File: src/rtl/morse_pkg.sv
// Shared types and code-table constants for the Morse key entry controller.
// Each code-table entry is {element count, element bits}; element i sits in bit i, 1 = dash.
package morse_pkg;

  typedef enum logic [1:0] {
    IDLE   = 2'd0,
    PRESS  = 2'd1,
    GAP    = 2'd2,
    COMMIT = 2'd3
  } state_t;

  localparam logic DOT  = 1'b0;
  localparam logic DASH = 1'b1;

  localparam logic [2:0] MAX_ELEM = 3'd5;

  localparam logic [7:0] SYM_0 = {3'd5, 5'b11111};
  localparam logic [7:0] SYM_1 = {3'd5, 5'b11110};
  localparam logic [7:0] SYM_2 = {3'd5, 5'b11100};
  localparam logic [7:0] SYM_3 = {3'd5, 5'b11000};
  localparam logic [7:0] SYM_4 = {3'd5, 5'b10000};
  localparam logic [7:0] SYM_5 = {3'd5, 5'b00000};
  localparam logic [7:0] SYM_6 = {3'd5, 5'b00001};
  localparam logic [7:0] SYM_7 = {3'd5, 5'b00011};
  localparam logic [7:0] SYM_8 = {3'd5, 5'b00111};
  localparam logic [7:0] SYM_9 = {3'd5, 5'b01111};
  localparam logic [7:0] SYM_A = {3'd2, 5'b00010};
  localparam logic [7:0] SYM_B = {3'd4, 5'b00001};
  localparam logic [7:0] SYM_C = {3'd4, 5'b00101};
  localparam logic [7:0] SYM_D = {3'd3, 5'b00001};
  localparam logic [7:0] SYM_E = {3'd1, 5'b00000};
  localparam logic [7:0] SYM_F = {3'd4, 5'b00100};

  // Keeps only the element bits that have actually been captured.
  function automatic logic [4:0] elem_mask(input logic [2:0] n);
    logic [4:0] m;
    case (n)
      3'd0:    m = 5'b00000;
      3'd1:    m = 5'b00001;
      3'd2:    m = 5'b00011;
      3'd3:    m = 5'b00111;
      3'd4:    m = 5'b01111;
      default: m = 5'b11111;
    endcase
    return m;
  endfunction

endpackage

File: src/rtl/morse_lut.sv
// Combinational Morse symbol decoder: maps captured elements to a hex digit.
module morse_lut
  import morse_pkg::*;
(
  input  logic [2:0] elem_cnt,
  input  logic [4:0] elem_bits,
  output logic       valid,
  output logic [3:0] code
);

  logic [7:0] sym_s;

  // Table lookup; anything not in the table is reported invalid.
  always_comb begin
    sym_s = {elem_cnt, elem_bits & elem_mask(elem_cnt)};
    valid = 1'b1;
    code  = 4'h0;
    case (sym_s)
      SYM_0:   code = 4'h0;
      SYM_1:   code = 4'h1;
      SYM_2:   code = 4'h2;
      SYM_3:   code = 4'h3;
      SYM_4:   code = 4'h4;
      SYM_5:   code = 4'h5;
      SYM_6:   code = 4'h6;
      SYM_7:   code = 4'h7;
      SYM_8:   code = 4'h8;
      SYM_9:   code = 4'h9;
      SYM_A:   code = 4'hA;
      SYM_B:   code = 4'hB;
      SYM_C:   code = 4'hC;
      SYM_D:   code = 4'hD;
      SYM_E:   code = 4'hE;
      SYM_F:   code = 4'hF;
      default: begin
        valid = 1'b0;
        code  = 4'h0;
      end
    endcase
  end

endmodule

File: src/rtl/morse_entry_ctrl.sv
// Morse key entry controller: times presses into dots/dashes, decodes a symbol after a
// letter gap and commits the hex digit to the display buffer. LONGPRESS_BS_EN adds long-press backspace.
module morse_entry_ctrl
  import morse_pkg::*;
#(
  parameter int unsigned CNT_W      = 28,
  parameter int unsigned MIN_PRESS  = 1_000_000,
  parameter int unsigned DASH_MIN   = 25_000_000,
  parameter int unsigned LETTER_GAP = 60_000_000,
  parameter int unsigned BS_HOLD    = 150_000_000
) (
  input  logic       clk,
  input  logic       rst,
  input  logic       key,
  input  logic       buf_full,
  input  logic       commit_ready,
  output logic       commit_valid,
  output logic [3:0] commit_code,
  output logic       bs_req,
  output logic       err,
  output logic [2:0] elem_cnt,
  output logic [4:0] elem_bits
);

  localparam logic [CNT_W-1:0] MIN_PRESS_C = CNT_W'(MIN_PRESS);
  localparam logic [CNT_W-1:0] DASH_MIN_C  = CNT_W'(DASH_MIN);
  localparam logic [CNT_W-1:0] GAP_END_C   = CNT_W'(LETTER_GAP - 1);
`ifdef LONGPRESS_BS_EN
  localparam logic [CNT_W-1:0] BS_HOLD_C   = CNT_W'(BS_HOLD);
`endif

  state_t           state_r, state_nxt;
  logic [CNT_W-1:0] cnt_r;
  logic [CNT_W-1:0] dur_s;
  logic [2:0]       elem_cnt_r;
  logic [4:0]       elem_bits_r;
  logic [3:0]       code_r;
  logic             commit_valid_r, bs_r, err_r;
  logic             elem_clr_s, elem_add_s, add_bit_s, code_load_s, bs_nxt_s, err_nxt_s;
  logic             lut_valid_s;
  logic [3:0]       lut_code_s;

  morse_lut u_lut (
    .elem_cnt  (elem_cnt_r),
    .elem_bits (elem_bits_r),
    .valid     (lut_valid_s),
    .code      (lut_code_s)
  );

  // The counter missed the first key-high cycle (sampled in IDLE/GAP), so add it back.
  assign dur_s = (&cnt_r) ? cnt_r : cnt_r + CNT_W'(1);

  // Next-state and per-cycle decisions.
  always_comb begin
    state_nxt   = state_r;
    elem_clr_s  = 1'b0;
    elem_add_s  = 1'b0;
    add_bit_s   = DOT;
    code_load_s = 1'b0;
    bs_nxt_s    = 1'b0;
    err_nxt_s   = 1'b0;
    case (state_r)
      IDLE: begin
        if (key) state_nxt = PRESS;
        else     state_nxt = IDLE;
      end
      PRESS: begin
        if (key) begin
          state_nxt = PRESS;
        end else if (dur_s < MIN_PRESS_C) begin
          state_nxt = (elem_cnt_r != 3'd0) ? GAP : IDLE;
`ifdef LONGPRESS_BS_EN
        end else if (dur_s >= BS_HOLD_C) begin
          bs_nxt_s   = 1'b1;
          elem_clr_s = 1'b1;
          state_nxt  = IDLE;
`endif
        end else if (elem_cnt_r == MAX_ELEM) begin
          err_nxt_s  = 1'b1;
          elem_clr_s = 1'b1;
          state_nxt  = IDLE;
        end else begin
          elem_add_s = 1'b1;
          add_bit_s  = (dur_s >= DASH_MIN_C) ? DASH : DOT;
          state_nxt  = GAP;
        end
      end
      GAP: begin
        if (key) begin
          state_nxt = PRESS;
        end else if (cnt_r == GAP_END_C) begin
          if (lut_valid_s && !buf_full) begin
            code_load_s = 1'b1;
            state_nxt   = COMMIT;
          end else begin
            err_nxt_s  = 1'b1;
            elem_clr_s = 1'b1;
            state_nxt  = IDLE;
          end
        end else begin
          state_nxt = GAP;
        end
      end
      COMMIT: begin
        if (commit_ready) begin
          elem_clr_s = 1'b1;
          state_nxt  = IDLE;
        end else begin
          state_nxt = COMMIT;
        end
      end
      default: begin
        elem_clr_s = 1'b1;
        state_nxt  = IDLE;
      end
    endcase
  end

  // State, duration counter, element store and registered outputs.
  always_ff @(posedge clk) begin
    if (rst) begin
      state_r        <= IDLE;
      cnt_r          <= {CNT_W{1'b0}};
      elem_cnt_r     <= 3'd0;
      elem_bits_r    <= 5'b00000;
      code_r         <= 4'h0;
      commit_valid_r <= 1'b0;
      bs_r           <= 1'b0;
      err_r          <= 1'b0;
    end else begin
      state_r <= state_nxt;
      if (state_nxt != state_r) begin
        cnt_r <= {CNT_W{1'b0}};
      end else if ((state_r == PRESS || state_r == GAP) && !(&cnt_r)) begin
        cnt_r <= cnt_r + CNT_W'(1);
      end else begin
        cnt_r <= cnt_r;
      end
      if (elem_clr_s) begin
        elem_cnt_r  <= 3'd0;
        elem_bits_r <= 5'b00000;
      end else if (elem_add_s) begin
        elem_cnt_r              <= elem_cnt_r + 3'd1;
        elem_bits_r[elem_cnt_r] <= add_bit_s;
      end else begin
        elem_cnt_r  <= elem_cnt_r;
        elem_bits_r <= elem_bits_r;
      end
      if (code_load_s) code_r <= lut_code_s;
      else             code_r <= code_r;
      commit_valid_r <= (state_nxt == COMMIT);
      bs_r           <= bs_nxt_s;
      err_r          <= err_nxt_s;
    end
  end

  assign commit_valid = commit_valid_r;
  assign commit_code  = code_r;
  assign bs_req       = bs_r;
  assign err          = err_r;
  assign elem_cnt     = elem_cnt_r;
  assign elem_bits    = elem_bits_r;

endmodule

File: config.mk
export PLATFORM = sky130hd
export DESIGN_NAME = morse_entry_ctrl
export DESIGN_NICKNAME = d
export VERILOG_FILES = /design/src/rtl/morse_pkg.sv /design/src/rtl/morse_lut.sv /design/src/rtl/morse_entry_ctrl.sv
export SDC_FILE = /design/constraint.sdc
export NUM_CORES = 1
export LEC_CHECK = 0
export BUFFER_PORTS_ARGS = -buffer_cell sky130_fd_sc_hd__buf_4
export CORE_MARGIN = 3
export CORE_UTILIZATION = 40
export CTS_CLUSTER_SIZE = 28
export DETAILED_ROUTE_END_ITERATION = 6
export GPL_TIMING_DRIVEN = 0
export MAX_ROUTING_LAYER = met4
export PLACE_DENSITY_LB_ADDON = 0.05
export SYNTH_ARGS = -nofsm -noshare
export SYNTH_HDL_FRONTEND = slang
export SYNTH_SLANG_ARGS = --single-unit
File: constraint.sdc
create_clock -name clk -period 10.6 [get_ports clk]
set_clock_uncertainty 0.15 [all_clocks]
set_input_delay 1.06 -clock clk [delete_from_list [all_inputs] [get_ports clk]]
set_output_delay 1.06 -clock clk [all_outputs]
set_load 0.01 [all_outputs]
Word-level counts from Yosys, hierarchy flattened. Cells that the tools add are included. Widths: inputs -> output; s select.

Bits in registers: 44. Bits of input ports: 5. Output and inout port bits: 15. Word-level logic and storage cells: 93.

$add $sub $neg: 2. Order comparisons: 4. Equality and inequality tests: 27. Multiplexer cells: 39. Bitwise operators: 1. Reductions and logical operators: 13.

Operators by type and width (number): $eq 8x8->1 const B (13); $pmux 4 s15 (1); $add 28x1->28 const B (1); $eq 28x26->1 const B (1); $ge 28x25->1 const B (1); $lt 28x20->1 const B (1); $mux 28 (1); $reduce_and 28->1 (1); $pmux 5 s5 (1); $mux 1 (23); $eq 8x7->1 const B (2); $mux 2 (8); $reduce_or 16->1 (1); $eq 8x6->1 const B (1); $pmux 2 s4 (1); $eq 2x2->1 const B (3); $eq 3x2->1 const B (2); $eq 3x3->1 const B (2); $and 5x5->5 (1); $bwmux 5 (1); $lt 3x4->1 const B (1); $reduce_or 2->1 (2); $add 3x1->3 const B (1); $demux 1 s3 (1); other kinds (12) (15).

Logic depth before layout (Yosys ltp).
Depth in word-level cells: 13. Gate-level depth with buffers: 14. Mapped depth without buffers: 11.

Hierarchy. A second synthesis with hierarchy kept.

Cell total of the unflattened synthesis: 404. Area, all modules: 3405.8 sq um.

By module, submodules not included: morse_entry_ctrl (times used 1, cells each 362, area each 3120.5 sq um); morse_lut (times used 1, cells each 42, area each 285.3 sq um).

Worst setup path after synthesis. No wires, ideal clock.

Path kind: reg-to-reg. Start point: register elem_cnt_r[1], in the netlist elem_cnt[1]. End point: register cnt_r[0]. Library setup time: 0.116 ns. Arrival: 3.333 ns. Data required time: 10.334 ns. Slack: 7.002 ns. Stages on the path, launching flop included: 14. Path buffers: 2. Cells stage by stage: dfxtp_1 inv_1 ha_1 buf_2 or4b_1 a211o_1 nand3_2 a32oi_2 a31o_2 a211o_1 and2_4 a311oi_4 buf_6 nor2_2.

Longest elaborated chain between the ends: 13.

Ends and longest elaborated chain: from (decl) (RTL line morse_entry_ctrl.sv:35) `logic [2:0] elem_cnt_r;`; from (signal assigned) (RTL line morse_entry_ctrl.sv:143) `elem_cnt_r <= elem_cnt_r + 3'd1;`; from (signal assigned) (RTL line morse_entry_ctrl.sv:146) `elem_cnt_r <= elem_cnt_r;`; $eq 3x3->1 (tied with other cells) (RTL line morse_pkg.sv:37) `case (n)`; $pmux 5 s5 (RTL line morse_pkg.sv:37); $and 5x5->5 (RTL line morse_lut.sv:15) `sym_s = {elem_cnt, elem_bits & elem_mask(elem_cnt)};`; $eq 8x8->1 (tied with other cells) (RTL line morse_lut.sv:18) `case (sym_s)`; $reduce_or 16->1 (no line); $mux 1 (RTL line morse_lut.sv:18); $logic_and 1x1->1 (RTL line morse_entry_ctrl.sv:92) `if (lut_valid_s && !buf_full) begin`; $mux 2 (RTL line morse_entry_ctrl.sv:92); $mux 2 (RTL line morse_entry_ctrl.sv:91) `end else if (cnt_r == GAP_END_C) begin`; $mux 2 (RTL line morse_entry_ctrl.sv:89) `if (key) begin`; $pmux 2 s4 * (RTL line morse_entry_ctrl.sv:62) `case (state_r)`; $ne 2x2->1 * (RTL line morse_entry_ctrl.sv:132) `if (state_nxt != state_r) begin`; $reduce_or 2->1 (no line) *; to (signal assigned) (RTL line morse_entry_ctrl.sv:133) `cnt_r <= {CNT_W{1'b0}};`; to (signal assigned) (RTL line morse_entry_ctrl.sv:135) `cnt_r <= cnt_r + CNT_W'(1);`; to (signal assigned) (RTL line morse_entry_ctrl.sv:137) `cnt_r <= cnt_r;`; to (decl) (RTL line morse_entry_ctrl.sv:33) `logic [CNT_W-1:0] cnt_r;`.

Mark *: on every way between the ends. The rest lies on a longest branch, timed or not. A chain may end at the register's enable or synchronous reset.

Worst setup path in the final report.
Start point: register cnt_r[0]. End point: register cnt_r[20].

Longest elaborated chain between the ends: 8.

Ends and longest elaborated chain: from (signal assigned) (RTL line morse_entry_ctrl.sv:123) `cnt_r <= {CNT_W{1'b0}};`; from (signal assigned) (RTL line morse_entry_ctrl.sv:133); from (signal assigned) (RTL line morse_entry_ctrl.sv:135); $add 28x1->28 / $reduce_and 28->1 (equally long branches) (RTL line morse_entry_ctrl.sv:51, morse_entry_ctrl.sv:135, morse_entry_ctrl.sv:134); $mux 28 (RTL line morse_entry_ctrl.sv:51) `assign dur_s = (&cnt_r) ? cnt_r : cnt_r + CNT_W'(1);`; $lt 28x20->1 (RTL line morse_entry_ctrl.sv:70) `end else if (dur_s < MIN_PRESS_C) begin`; $mux 2 (RTL line morse_entry_ctrl.sv:70); $mux 2 (RTL line morse_entry_ctrl.sv:68) `if (key) begin`; $pmux 2 s4 (RTL line morse_entry_ctrl.sv:62); $ne 2x2->1 (RTL line morse_entry_ctrl.sv:132); $reduce_or 2->1 (no line).

Several ways; a longest one is shown, not always the timed one.

==> results.ini <==
[outcome]
outcome = finished clean

[global_routing]
grt_overflow = 0
grt_usage_pct = 21.39
grt_antenna_before_repair = 0
grt_pass1_vias = 3217
grt_pass1_wl_um = 16960
grt_max_degree = 14

[clock_tree]
h-tree-depth = 2
cts_tree = done
cts_buffers = 5
cts_root_buf = clkbuf_8
hold_buffers = 0
insertion_delay_ns = 0.31
clockBufferDepth = 2
cts_setup_buffers = 0
clock_sinks = 44
cts_resized = 0
clk_pin_slew_worst_paths_ns = 0.09

[sta]
fin_tns_setup_ns = 0
slew_headroom_pct = 28.60
finalMaxSlewViolations = 0
fin_crit_ns = 4.250
fin_crit_sh_pct = 40.09
final-hold-violation-count = 0
rsz0062_at_grt = no
tightest_slew_ns = 1.066
setup-violations-final = 0
clock.fmax_mhz = 235.3

[drt]
via_count = 3493
drcViolationCount = 0
wl_um = 10240
first_iter_violations = 305
drt_pass1_iterations = 5
postRouteAntennaNets = 0
wire_per_inst_um = 17.13
avgViaCountPerCell = 5.841

[finish]
multi_input_area_mm2 = 0.002561
fillers = 906
post-route-util_pct = 45.84
layout.nets = 503
register_area_um2 = 880.8
drive_gt1_share_pct = 17.76
n_antenna_cell = 0
area_growth_pct = 10.10

[power]
p_seq_share_pct = 52.9
peakVddDrop_mv = 0.06291
swShare_pct = 23.29
p_sw_uw = 73.04
power_density_mw_per_mm2 = 77.68
internal_power_uw = 240.5
pwr-share-comb_pct = 4.7
pwr-share-clk_pct = 42.3
p_leak_uw = 0.001431

[setup_path]
crit_chain = ha_1 > nand4_2 > nor4_4 > and4_1 > mux2_2 > a2111oi_4 > nand4b_1 > and4bb_1 > a311oi_4 > buf_6 > nor2_2
endpoint = cnt_r[20]
r2r_end = cnt_r[20]
cp.arrival_ns = 4.31
worstSetupStartpoint = cnt_r[0]
cp.depth = 11
r2r_cells = 11
crit_required_ns = 10.66
cp_max_fo = 10
r2r-start = cnt_r[0]
slowest_stage = nor4_4
cp_num_buf_inv = 1
cp_top_family = simple AND/OR/NAND/NOR gates
critPathKind = reg2reg
slowest_delay_ns = 0.54
worstSetupEndpointType = register
r2r_setup_slack_ns = 6.35
start_kind = register

[yosys]
synth_top_area_cell = dfxtp_1
synthTopCellsByCount = dfxtp_1 (44), nor2_1 (41), nand2_1 (35), a21oi_1 (30), nand3_1 (25)
syn_area_mm2 = 0.003666
synth_warnings = 0
synth_nets = 479
synth_seq_cells = 44
synth.top_cell.area_share_pct = 24.03
synth.distinct_cells = 78
synth-seq-area-share_pct = 24.03
yosys.cell_count.top_type = dfxtp_1
synth_edf_count = 0
async_flop_share_pct = 0
synth.top_cells.by_area = dfxtp_1 (24%), xnor2_1 (4.5%), nor2_1 (4.2%), a21oi_1 (4.1%), xor2_1 (3.8%)
synthFlopType = dfxtp_1
synthCells = 465
synth.avg_cell_area_um2 = 7.884

[floorplanning]
die_area_mm2 = 0.01035
initial_core_util_pct = 41.63
die_h_um = 101.7
io_pins = 20
die_w_um = 101.7
rows = 34
core_area_mm2 = 0.008806

[min_path]
holdPathStages = 2
min_path_type = reg2reg

[placement]
hpwl_um = 7693
port_buffers = 17
gp_congestion = 1.050

[run]
max_cap_violations = 0

[how the worst min path moves through the flow]
stage | startpoint | to | slack [ns]
after CTS | commit_code[0] | commit_code[0] | 0.36
after global routing | commit_code[2] | commit_code[2] | 0.38
final | commit_code[2] | commit_code[2] | 0.35
after global placement | commit_code[2] | commit_code[2] | 0.34
after detailed placement | commit_code[2] | commit_code[2] | 0.34
after floorplan | cnt_r[1] | cnt_r[1] | 0.34
[layout make-up]
class / count / area share (%)
multi-input combinational: 378 / 63.45
inverter: 11 / 1.023
tap: 108 / 3.348
clock buffer: 6 / 1.798
buffer: 32 / 4.526
timing repair buffer: 17 / 3.162
clock inverter: 2 / 0.8679
sequential: 44 / 21.82
[sequential cells by signal (all words and copies together), names as in the netlist]
register / count
elem_cnt: 3
err: 1
commit_valid: 1
cnt_r: 28
elem_bits: 5
commit_code: 4
state_r: 2
[placed cells by master, fill, tap and decap left out, types with 3 or more instances in the layout]
master    Yosys  routed
a311oi_1      3       3
and4_1        5       5
and2_1        8       8
inv_1        11      11
nand4_1      12      12
dfxtp_1      44      44
ha_1          9       9
a31oi_1       4       4
o211ai_1      4       4
nor2b_1       3       3
o31ai_1       4       4
nor3_1       24      24
a21oi_1      30      30
nor2_1       41      41
o21ai_0       5       5
a211oi_1     10      10
buf_4         4      21
clkbuf_8      0       5
clkbuf_1     10      11
mux2i_1       8       8
and3_1        5       5
nor4_1        8       8
nand3_1      25      25
or3_1         7       7
buf_2        14      14
xnor2_1      19      19
nor2_2       20      20
nand2_1      35      35
nand2b_1      9       9
buf_6         4       4
o32ai_1       3       3
a211o_1       4       4
xor2_1       16      16
[power by group through the flow]
stage,combinational [uW],sequential [uW],clock [uW]
5_1_grt,16.4,166,143
2_1_floorplan,10.5,170,0
3_5_place_dp,15.1,170,0
3_3_place_gp,14.8,170,0
4_1_cts,15.1,166,136
6_report,14.9,166,133
[logic make-up after synthesis]
group                      Yosys count  synth area share [%]
adders and majority gates            9                 3.072
buffers and inverters               43                 6.109
and+or+nand+nor                    229                 35.94
other                                1                0.1023
muxes                               10                 2.799
AOI/OAI and AO/OA                   94                 19.59
DFF                                 44                 24.03
xor gates and xnor gates            35                 8.362
[worst register-to-register path, cell delays in order, from the launching register on]
cell and delay, ns:
dfxtp_1 0.46, ha_1 0.27, nand4_2 0.25, nor4_4 0.54, and4_1 0.33, mux2_2 0.37, a2111oi_4 0.40, nand4b_1 0.24
and4bb_1 0.29, a311oi_4 0.54, buf_6 0.26, nor2_2 0.06
[metal layers]
layer  GRT usage (%)  vias up  wire (um)
met5               -        -          0
met1           31.79     1620       5237
met4           5.112        0        146
met2           29.63      105       4283
met3           3.857       19        576
li1                -     1749          -
[stage by stage]
step	cell area (um^2)	worst slack, ns	total power [uW]	cells	hold slack [ns]
after floorplan	3666	7.002	180.1	465	0.3406
after global placement	3929	6.355	184.6	590	0.3359
after detailed placement	3929	6.411	184.9	590	0.3425
after CTS	4036	6.379	316.6	598	0.3556
after global routing	4036	6.124	325.3	598	0.3833
final	4036	6.350	313.6	598	0.3502
No activity file was read; power rests on OpenSTA's default activity.
